<file path="src/rtl/mult_sequencer.sv">
// Sequential unsigned shift-add multiplier: one iteration per clock, WIDTH iterations per product.
// Accepts a start only in IDLE; the product halves hold until the next completion.
module mult_sequencer #(
    parameter int WIDTH = 16,
    parameter int CNT_W = 5
) (
    input  logic             clk,
    input  logic             reset,
    input  logic             multstart,
    input  logic [WIDTH-1:0] mc_in,
    input  logic [WIDTH-1:0] mp_in,
    output logic             multbusy,
    output logic             done,
    output logic [WIDTH-1:0] prod_lo,
    output logic [WIDTH-1:0] prod_hi
);

    typedef enum logic {IDLE, RUN} state_t;

    localparam logic [CNT_W-1:0] LAST_CNT = CNT_W'(WIDTH - 1);

    state_t           state_q;
    logic [WIDTH-1:0] mc_q;
    logic [WIDTH-1:0] mp_q;
    logic [WIDTH-1:0] acc_q;
    logic [CNT_W-1:0] cnt_q;

    logic [WIDTH:0]   sum_d;
    logic [WIDTH-1:0] acc_d;
    logic [WIDTH-1:0] mp_d;

    // The add's carry lands in the accumulator MSB after the right shift.
    always_comb begin
        sum_d = {1'b0, acc_q} + (mp_q[0] ? {1'b0, mc_q} : {(WIDTH+1){1'b0}});
        acc_d = sum_d[WIDTH:1];
        mp_d  = {sum_d[0], mp_q[WIDTH-1:1]};
    end

    always_ff @(posedge clk or posedge reset) begin
        if (reset) begin
            state_q  <= IDLE;
            mc_q     <= '0;
            mp_q     <= '0;
            acc_q    <= '0;
            cnt_q    <= '0;
            multbusy <= 1'b0;
            done     <= 1'b0;
            prod_lo  <= '0;
            prod_hi  <= '0;
        end else begin
            done <= 1'b0;
            case (state_q)
                IDLE: begin
                    if (multstart) begin
                        mc_q     <= mc_in;
                        mp_q     <= mp_in;
                        acc_q    <= '0;
                        cnt_q    <= '0;
                        multbusy <= 1'b1;
                        state_q  <= RUN;
                    end
                end
                RUN: begin
                    acc_q <= acc_d;
                    mp_q  <= mp_d;
                    cnt_q <= cnt_q + CNT_W'(1);
                    if (cnt_q == LAST_CNT) begin
                        prod_hi  <= acc_d;
                        prod_lo  <= mp_d;
                        done     <= 1'b1;
                        multbusy <= 1'b0;
                        state_q  <= IDLE;
                    end
                end
                default: state_q <= IDLE;
            endcase
        end
    end

endmodule

</file>
<file path="config.mk">
export PLATFORM = sky130hd
export DESIGN_NAME = mult_sequencer
export DESIGN_NICKNAME = d
export VERILOG_FILES = /design/src/rtl/mult_sequencer.sv
export SDC_FILE = /design/constraint.sdc
export NUM_CORES = 1
export LEC_CHECK = 0
export ABC_AREA = 1
export CORE_MARGIN = 2
export CORE_UTILIZATION = 47
export CTS_BUF_LIST = sky130_fd_sc_hd__clkbuf_2
export DETAILED_ROUTE_END_ITERATION = 10
export PLACE_DENSITY = 0.71
export SYNTH_ARGS = -nofsm -noshare
export SYNTH_HDL_FRONTEND = slang
export SYNTH_SLANG_ARGS = --single-unit
</file>
<file path="constraint.sdc">
create_clock -name clk -period 5.5 [get_ports clk]
set_input_delay 0.55 -clock clk [delete_from_list [all_inputs] [get_ports clk]]
set_output_delay 0.55 -clock clk [all_outputs]
set_load 0.01 [all_outputs]
</file>
==> impl_results.md, run 1 <==
- Status: complete, no violations
- Setup_tns: 0 ns
- Seq/Total Area, Yosys: 49.2%
- Post-DP HPWL: 7.30 mm
- Layout cells sized above 1: 5.35%
- Syn_area_per_cell: 7.87 sq um
- EDFF count, synth: 0
- Vias: 3729
- Antenna-violating nets left: 0
- Port Buffer Count: 68
- # rows: 35
- DR DRC count: 0
- First-pass GRT wire length: 17.0 mm
- Most frequent cell after synthesis: nand2_1
- Ys async rst share: 100%
- Final Hold Fails: 0
- Synth Register Bits: 88
- Crit path DAT: 2.86 ns
- Worst EP required: 6.01 ns
- Post-Route WL: 10.1 mm
- Post-synthesis cell count: 569
- Core Region: 0.00924 sq mm
- Cell Pwr Density: 534 mW/mm^2
- Largest cells by area after synthesis: dfrtp_1 49%, nand2_1 20%, inv_1 6.1%, ha_1 5.0%, nand3_1 3.7%
- IO Pins: 69
- N_diodes: 0
- Total Power Consumption: 0.00287 W
- Hold buffers post-CTS: 0
- Ys Warns: 0
- Die X: 102 microns
- Area leader, netlist: dfrtp_1
- CTS tree: done
- Crit path max fanout: 17
- Overall Global Routing Usage: 21.0%
- Placer Congestion: 0.907
- Share of the synthesized area in the top cell type: 49.2%
- DR WL/cell: 13.2 microns
- Most used DFF post-synth: dfrtp_1
- RSZ-0062 raised after global routing: false
- Number of global-route vias before repair: 3677
- Max Fclk: 0.425 GHz
- Initial antenna violation count: 0
- Worst-path clk slew: 0.25 ns
- Clock period minus final worst setup slack: 2.35 ns
- Clock Path Buffers: 2
- Total grt overflow: 0
- Worst VDD drop: 0.000228 V
- MaxCap Viol Count: 0
- Root buffer cell: clkbuf_2
- WHS: 0.443 ns
- Pin count of the biggest net entering global routing: 53
- Net count reported at finish: 685
- Setup CP Type: flip-flop to flip-flop
- H-tree depth reported by CTS: 3
- Syn-to-layout area delta: 20.1%
- Synth top cells by count: 240 x nand2_1, 88 x dfrtp_1, 73 x inv_1, 33 x nand3_1, 25 x o21ai_0
- HP Class: primary input to async pin
- Final setup viols: 0
- Crit. End Element: flip-flop
- Initial DRT Pass Iterations: 7
- Max Slew Vio Count: 0
- Worst-Margin Slew: 0.892 ns
- Die Footprint: 0.0103 sq mm
- Post-Syn Area: 0.00448 sq mm
- Max-slew headroom: 40.4%
- Height of the die: 102 microns
- Startpoint Class: flip-flop
- CTS buffer count: 9
- Fill cells: 845
- Post-cts resize count: 0
- Initial Utilization: 48.5%
- Synth cell types: 33
- Finished Layout Cells: 765
- Iteration-0 DRC Markers: 174
- Clk_lat worst skew: 0.54 ns
- Routed vias/inst: 4.87
- Final period utilization: 42.8%
- Placed cells: 749
- Synth Net Count: 623
- Leakage Power: 2.88 nW
- Clk sinks: 88
- Final setup skew: 0.0265 ns
- Post-CTS Setup Inserts: 0
power by group:
group	leakage [nW]	switching, W	internal [W]
Clock	0.0791	0.000227	0.000151
Sequential	1.10	0.000180	0.000940
Combinational	1.70	0.000779	0.000595
cells by family (layout without fill, tap and decap cells):
| kind of cell | after synthesis | after routing | share of synthesized area (%) |
|---|---|---|---|
| AND/OR/NAND/NOR | 309 | 309 | 28.5 |
| buffers and inverters | 98 | 165 | 8.77 |
| flip-flops | 88 | 88 | 49.2 |
| AO/OA/AOI/OAI | 52 | 52 | 7.54 |
| adder cells (fa/ha/maj) | 19 | 19 | 5.47 |
| XOR/XNOR | 3 | 3 | 0.587 |
layout make-up:
type / count / area (sq um) / area share (%)
tap: 129 / 161 / 3.00
clock inverter: 7 / 95.1 / 1.77
clock buffer: 9 / 45.0 / 0.837
inverter: 79 / 298 / 5.53
multi-input combinational: 383 / 1880 / 35.0
timing repair buffer: 70 / 696 / 12.9
sequential: 88 / 2200 / 40.9
worst paths after layout:
path	startpoint	endpoint	slack, ns	cells after the start
max	mp_q[0]	acc_q[15]	3.15	14
min	reset	mp_q[6]	0.44	2
max reg2reg	mp_q[0]	acc_q[15]	3.15	14
min reg2reg	prod_hi[8]	prod_hi[8]	0.50	2
max in group asynchronous	reset	mc_q[2]	4.08	3
min in group clk	prod_hi[8]	prod_hi[8]	0.50	2
layer usage:
| metal | up-vias | global-route usage (%) | wire, microns |
|---|---|---|---|
| met5 | - | 0 | 0 |
| met4 | 0 | 6.96 | 145 |
| met3 | 9 | 3.17 | 464 |
| met2 | 76 | 33.4 | 4530 |
| met1 | 1739 | 29.5 | 4940 |
| li1 | 1905 | - | - |
registers in the layout (all words and copies together) (netlist names):
signal and count:
acc_q 16, mp_q 16, done 1, state_q 1, prod_lo 16, multbusy 1, prod_hi 16, mc_q 16
cnt_q 5
worst max-delay path, stage by stage, from the launching register on:
cell,delay [ns]
dfrtp_1,0.72
nand2_1,0.13
inv_1,0.08
ha_1,0.15
inv_1,0.05
fa_1,0.40
inv_1,0.09
nand3_1,0.07
nand3_1,0.15
nand3_1,0.12
nand3_1,0.11
nand2_1,0.06
nand2_1,0.08
nand2_1,0.05
nand2_1,0.08
stage by stage:
| stage | setup WS, ns | cell area (sq um) | utilization (%) |
|---|---|---|---|
| floorplan | 2.67 | 4480 | - |
| global placement | 3.10 | 5240 | 56.7 |
| detailed placement | 3.06 | 5240 | 56.7 |
| CTS | 3.18 | 5380 | 58.2 |
| global route | 2.89 | 5380 | 58.2 |
| finish | 3.15 | 5380 | 58.2 |
layout by cell type (no fill, tap or decap), types with 9 or more instances in the layout:
cell,Yosys,routed
ha_1,18,18
nor2_1,15,15
clkbuf_2,0,9
o221ai_1,14,14
o21ai_0,25,25
clkdlybuf4s50_1,0,68
nand2_1,240,240
dfrtp_1,88,88
inv_1,73,72
nand3_1,33,33
(Power assumes the default switching activity.)
==> inputs of run 2 (changes only) <==
clock period = 2.3 ns   (was 5.5 ns; I/O delays follow)
==> impl_results.md, run 2 (synthesized netlist as in run 1, its figures left out) <==
- Routed vias/inst: 4.95 (+1.5%)
- Cell Pwr Density: 1250 mW/mm^2 (+130%)
- Die X: 102 microns (unchanged)
- Number of global-route vias before repair: 3603 (-2.0%)
- Highest-count cells in the layout ignoring fill and taps: 240 x nand2_1, 88 x dfrtp_1, 72 x inv_1, 68 x clkdlybuf4s50_1, 33 x nand3_1
- Worst-Margin Slew: 0.619 ns (-0.274 ns)
- Initial DRT Pass Iterations: 5 (-2)
- Post-Route WL: 10.1 mm (+0.58%)
- Final setup viols: 0 (unchanged)
- HP Class: primary input to async pin
- Final Hold Fails: 0 (unchanged)
- N_diodes: 0 (unchanged)
- Startpoint Class: flip-flop
- Clk sinks: 88 (unchanged)
- Final setup skew: 0.0332 ns (+0.00671 ns)
- Core Region: 0.00924 sq mm (unchanged)
- Height of the die: 102 microns (unchanged)
- Crit path max fanout: 4 (-13)
- Layout cells sized above 1: 6.69% (+1.3 points)
- First-pass GRT wire length: 17.0 mm (+0.36%)
- Initial antenna violation count: 0 (unchanged)
- DR WL/cell: 13.1 microns (-0.34%)
- Placer Congestion: 0.920 (+1.4%)
- RSZ-0062 raised after global routing: false
- Port Buffer Count: 68 (unchanged)
- Syn-to-layout area delta: 21.1%
- Leakage Power: 2.90 nW (+0.72%)
- Worst slack, placed: 0.287 ns (-2.77 ns)
- Vias: 3818 (+2.4%)
- Die Footprint: 0.0103 sq mm (unchanged)
- Setup CP Type: flip-flop to flip-flop
- CTS tree: done
- Max Fclk: 0.478 GHz (+12%)
- Worst VDD drop: 0.000514 V (+130%)
- H-tree depth reported by CTS: 3 (unchanged)
- Setup_tns: 0 ns (unchanged)
- Pin count of the biggest net entering global routing: 39 (-26%)
- Post-CTS Setup Inserts: 0 (unchanged)
- Post-cts resize count: 0 (unchanged)
- Crit path DAT: 2.58 ns (-0.28 ns)
- Clock Path Buffers: 2 (unchanged)
- Overall Global Routing Usage: 21.0% (about the same)
- Fill cells: 859 (+1.7%)
- Worst EP required: 2.79 ns (-3.22 ns)
- Final period utilization: 91.0% (+48 points)
- Max Slew Vio Count: 0 (unchanged)
- Clock period minus final worst setup slack: 2.09 ns (-0.261 ns)
- Net count reported at finish: 692 (+1.0%)
- Post-DP HPWL: 7.40 mm (+1.3%)
- Total grt overflow: 0 (unchanged)
- Commonest non-fill, non-tap cell in the layout: nand2_1
- Final worst setup slack: 0.207 ns (-2.94 ns)
- Status: complete, no violations
- Crit. End Element: flip-flop
- Clk_lat worst skew: 0.54 ns (about the same)
- Hold buffers post-CTS: 0 (unchanged)
- CTS buffer count: 9 (unchanged)
- Worst-path clk slew: 0.27 ns (+0.02 ns)
- IO Pins: 69 (unchanged)
- MaxCap Viol Count: 0 (unchanged)
- Iteration-0 DRC Markers: 266 (+53%)
- Antenna-violating nets left: 0 (unchanged)
- Root buffer cell: clkbuf_2
- Max-slew headroom: 58.7% (+18 points)
- Initial Utilization: 48.5% (unchanged)
- DR DRC count: 0 (unchanged)
- # rows: 35 (unchanged)
==> run 2: changes by cell type in the layout (fill, tap and decap cells not counted), sizes merged <==
cell	change
clkinv	-3
inv	+2
clkinvlp	+2
bufinv	-2
buf	+7
clkbuf	+1
==> run 2: power breakdown <==
part / switching [W] / internal [W]
registers: 0.000411 / 0.00225
logic: 0.00191 / 0.00146
clock network: 0.000578 / 0.000165
==> run 2: stage by stage <==
stage	power (W)	hold WS (ns)	std cells	util, %	instance area (sq um)
global placement	0.00598	0.462	756	57.6	5320
CTS	0.00681	0.0460	772	58.7	5420
global route	0.00740	0.0380	772	58.7	5420
finish	0.00678	0.0652	772	58.7	5420
floorplan	0.00486	0.340	569	-	4480
detailed placement	0.00606	0.465	756	57.6	5320
==> run 2: area by class of cell <==
class | instances | area (sq um) | share of cell area, %
clock buffers | 10 | 50.0 | 0.923
clock inverters | 6 | 52.6 | 0.969
inverters | 79 | 300 | 5.54
multi-input cells | 383 | 1880 | 34.7
flip-flops and latches | 88 | 2200 | 40.6
well taps | 129 | 161 | 2.98
repair buffers | 77 | 773 | 14.3
==> run 2: worst max-delay path, stage by stage (launching register included) <==
cell	delay [ns]
dfrtp_1	0.44
nand2_1	0.06
inv_1	0.05
ha_1	0.15
inv_1	0.05
fa_1	0.41
inv_1	0.10
nand3_1	0.07
nand3_1	0.15
nand3_1	0.15
nand3_1	0.13
nand2_1	0.06
nand2_1	0.11
nand2_1	0.06
nand2_1	0.08
==> run 2: final timing paths <==
path                       startpoint     endpoint  slack, ns  cells after the start
min                             reset    acc_q[15]       0.07                      2
min reg2reg                prod_hi[7]   prod_hi[7]       0.51                      2
min in group clk            mc_in[14]     mc_q[14]       0.18                      3
max in group asynchronous       reset      mc_q[0]       1.66                      3
max reg2reg                   mp_q[0]  prod_hi[15]       0.21                     14
max                           mp_q[0]  prod_hi[15]       0.21                     14
==> run 2: per-layer routing <==
metal  wire length (microns)  track usage [%]
met1                    5070             31.0
met2                    4530             31.5
met3                     374             3.59
met4                     163             6.55
met5                       0                0
==> inputs of run 3 (changes only) <==
GPL_TIMING_DRIVEN = 0   (was not set)
SKIP_CTS_REPAIR_TIMING = 1   (was not set)
SLEW_MARGIN = 10   (was not set)
==> impl_results.md, run 3 (synthesized netlist as in run 1, its figures left out) <==
- Max Fclk: 0.472 GHz (-1.2%)
- Cell Pwr Density: 1250 mW/mm^2 (about the same)
- Commonest non-fill, non-tap cell in the layout: nand2_1
- Final Hold Fails: 0 (unchanged)
- Startpoint Class: flip-flop
- Final setup viols: 0 (unchanged)
- Setup crit start: mp_q[0]
- Max-slew headroom: 62.0% (+3.3 points)
- Overall Global Routing Usage: 22.1% (+1.2 points)
- Initial antenna violation count: 0 (unchanged)
- Initial DRT Pass Iterations: 5 (unchanged)
- Syn-to-layout area delta: 23.2%
- Crit. End Element: flip-flop
- CTS tree: done
- Layout cells sized above 1: 8.54% (+1.8 points)
- N_diodes: 0 (unchanged)
- Max Slew Vio Count: 0 (unchanged)
- Initial Utilization: 48.5% (unchanged)
- MaxCap Viol Count: 0 (unchanged)
- Highest-count cells in the layout ignoring fill and taps: 239 x nand2_1, 87 x dfrtp_1, 72 x inv_1, 68 x clkdlybuf4s50_1, 30 x nand3_1
- Pin count of the biggest net entering global routing: 40 (+2.6%)
- Crit path DAT: 2.61 ns (+0.03 ns)
- Vias: 3867 (+1.3%)
- Final setup skew: 0.0233 ns (-0.00987 ns)
- Post-route design area: 0.00552 sq mm (+1.8%)
- Die X: 102 microns (unchanged)
- Root buffer cell: clkbuf_2
- Crit path max fanout: 10 (+6)
- Status: complete, no violations
- Clk sinks: 88 (unchanged)
- Placed cell area: 0.00537 sq mm (+0.82%)
- Final period utilization: 92.1% (+1.1 points)
- Core Region: 0.00924 sq mm (unchanged)
- Leakage Power: 2.97 nW (+2.4%)
- CTS buffer count: 9 (unchanged)
- Reg-to-Reg Start: mp_q[0]
- Total grt overflow: 0 (unchanged)
- HP Class: primary input to async pin
- Worst EP required: 2.79 ns (about the same)
- Placed cells: 768 (+1.6%)
- Clk_lat worst skew: 0.54 ns (about the same)
- First-pass GRT wire length: 17.8 mm (+4.5%)
- Setup CP Type: flip-flop to flip-flop
- Die Footprint: 0.0103 sq mm (unchanged)
- R2R setup slack: 0.18 ns (-0.03 ns)
- IO Pins: 69 (unchanged)
- DR WL/cell: 13.6 microns (+3.4%)
- Net count reported at finish: 705 (+1.9%)
- Routed vias/inst: 4.93 (-0.39%)
- Placer Congestion: 0.920 (about the same)
- Worst-path clk slew: 0.23 ns (-0.04 ns)
- Height of the die: 102 microns (unchanged)
- Port Buffer Count: 68 (unchanged)
- Worst-Margin Slew: 0.568 ns (-0.0507 ns)
- # rows: 35 (unchanged)
- Clock Path Buffers: 2 (unchanged)
- Post-DP HPWL: 8.06 mm (+9.0%)
- Iteration-0 DRC Markers: 247 (-7.1%)
- Number of global-route vias before repair: 3755 (+4.2%)
- Worst VDD drop: 0.000472 V (-8.0%)
- Finished Layout Cells: 785 (+1.7%)
- Antenna-violating nets left: 0 (unchanged)
- RSZ-0062 raised after global routing: false
- Clock period minus final worst setup slack: 2.12 ns (+0.0256 ns)
- Post-Route WL: 10.7 mm (+5.1%)
- DR DRC count: 0 (unchanged)
- H-tree depth reported by CTS: 3 (unchanged)
run 3: changes by cell type in the layout (fill, tap and decap cells not counted), sizes merged:
cell	change
buf	+8
bufinv	+1
clkbuf	+4
clkinv	+4
clkinvlp	-2
inv	-2
run 3: report_power, final:
| part | total [W] | switching, W | internal (W) | leakage (nW) |
|---|---|---|---|---|
| Sequential | 0.00263 | 0.000378 | 0.00225 | 1.10 |
| Clock | 0.000798 | 0.000545 | 0.000253 | 0.0737 |
| Combinational | 0.00347 | 0.00196 | 0.00150 | 1.80 |
| Total | 0.00689 | 0.00289 | 0.00401 | 2.97 |
run 3: critical path, stage by stage (launching register included):
cell	delay, ns
dfrtp_2	0.48
buf_6	0.15
nand2_1	0.06
inv_1	0.06
ha_1	0.16
inv_1	0.06
fa_2	0.35
inv_1	0.09
nand3_1	0.09
nand3_2	0.11
nand3_2	0.10
nand3_2	0.09
nand2_1	0.06
nand2_2	0.08
nand2_1	0.07
nand2_1	0.06
run 3: layout make-up:
class	count	area (sq um)
clock inverters	7	70.1
repair buffers	72	736
clock buffers	9	45.0
multi-input cells	383	1900
inverters	79	300
fillers	859	3720
flip-flops and latches	88	2200
well taps	129	161
plain buffers	18	100
run 3: routing by layer:
metal	vias up	routed length, microns	GRT usage [%]
li1	1949	-	-
met4	0	155	7.28
met5	-	0	0
met1	1825	5140	31.2
met3	14	453	4.14
met2	79	4910	34.6
run 3: metrics by stage:
stage / util [%] / power [W] / worst slack [ns] / setup TNS (ns) / hold slack [ns]
floorplan: - / 0.00486 / 0.0929 / 0 / 0.340
global placement: 57.6 / 0.00594 / -0.373 / -2.81 / 0.462
detailed placement: 58.1 / 0.00608 / -0.385 / -3.17 / 0.464
CTS: 59.3 / 0.00688 / -0.449 / -3.93 / 0.0415
global route: 59.7 / 0.00752 / 0.0131 / 0 / 0.0359
finish: 59.7 / 0.00689 / 0.182 / 0 / 0.0598
run 3: path summary, 6_finish.rpt:
check                              end  cells past startpoint
setup reg to reg             acc_q[15]                     15
hold reg to reg            prod_hi[15]                      2
max in group asynchronous      mp_q[0]                      4
min in group clk               mc_q[4]                      3
hold / removal             prod_lo[15]                      2
setup / recovery             acc_q[15]                     15
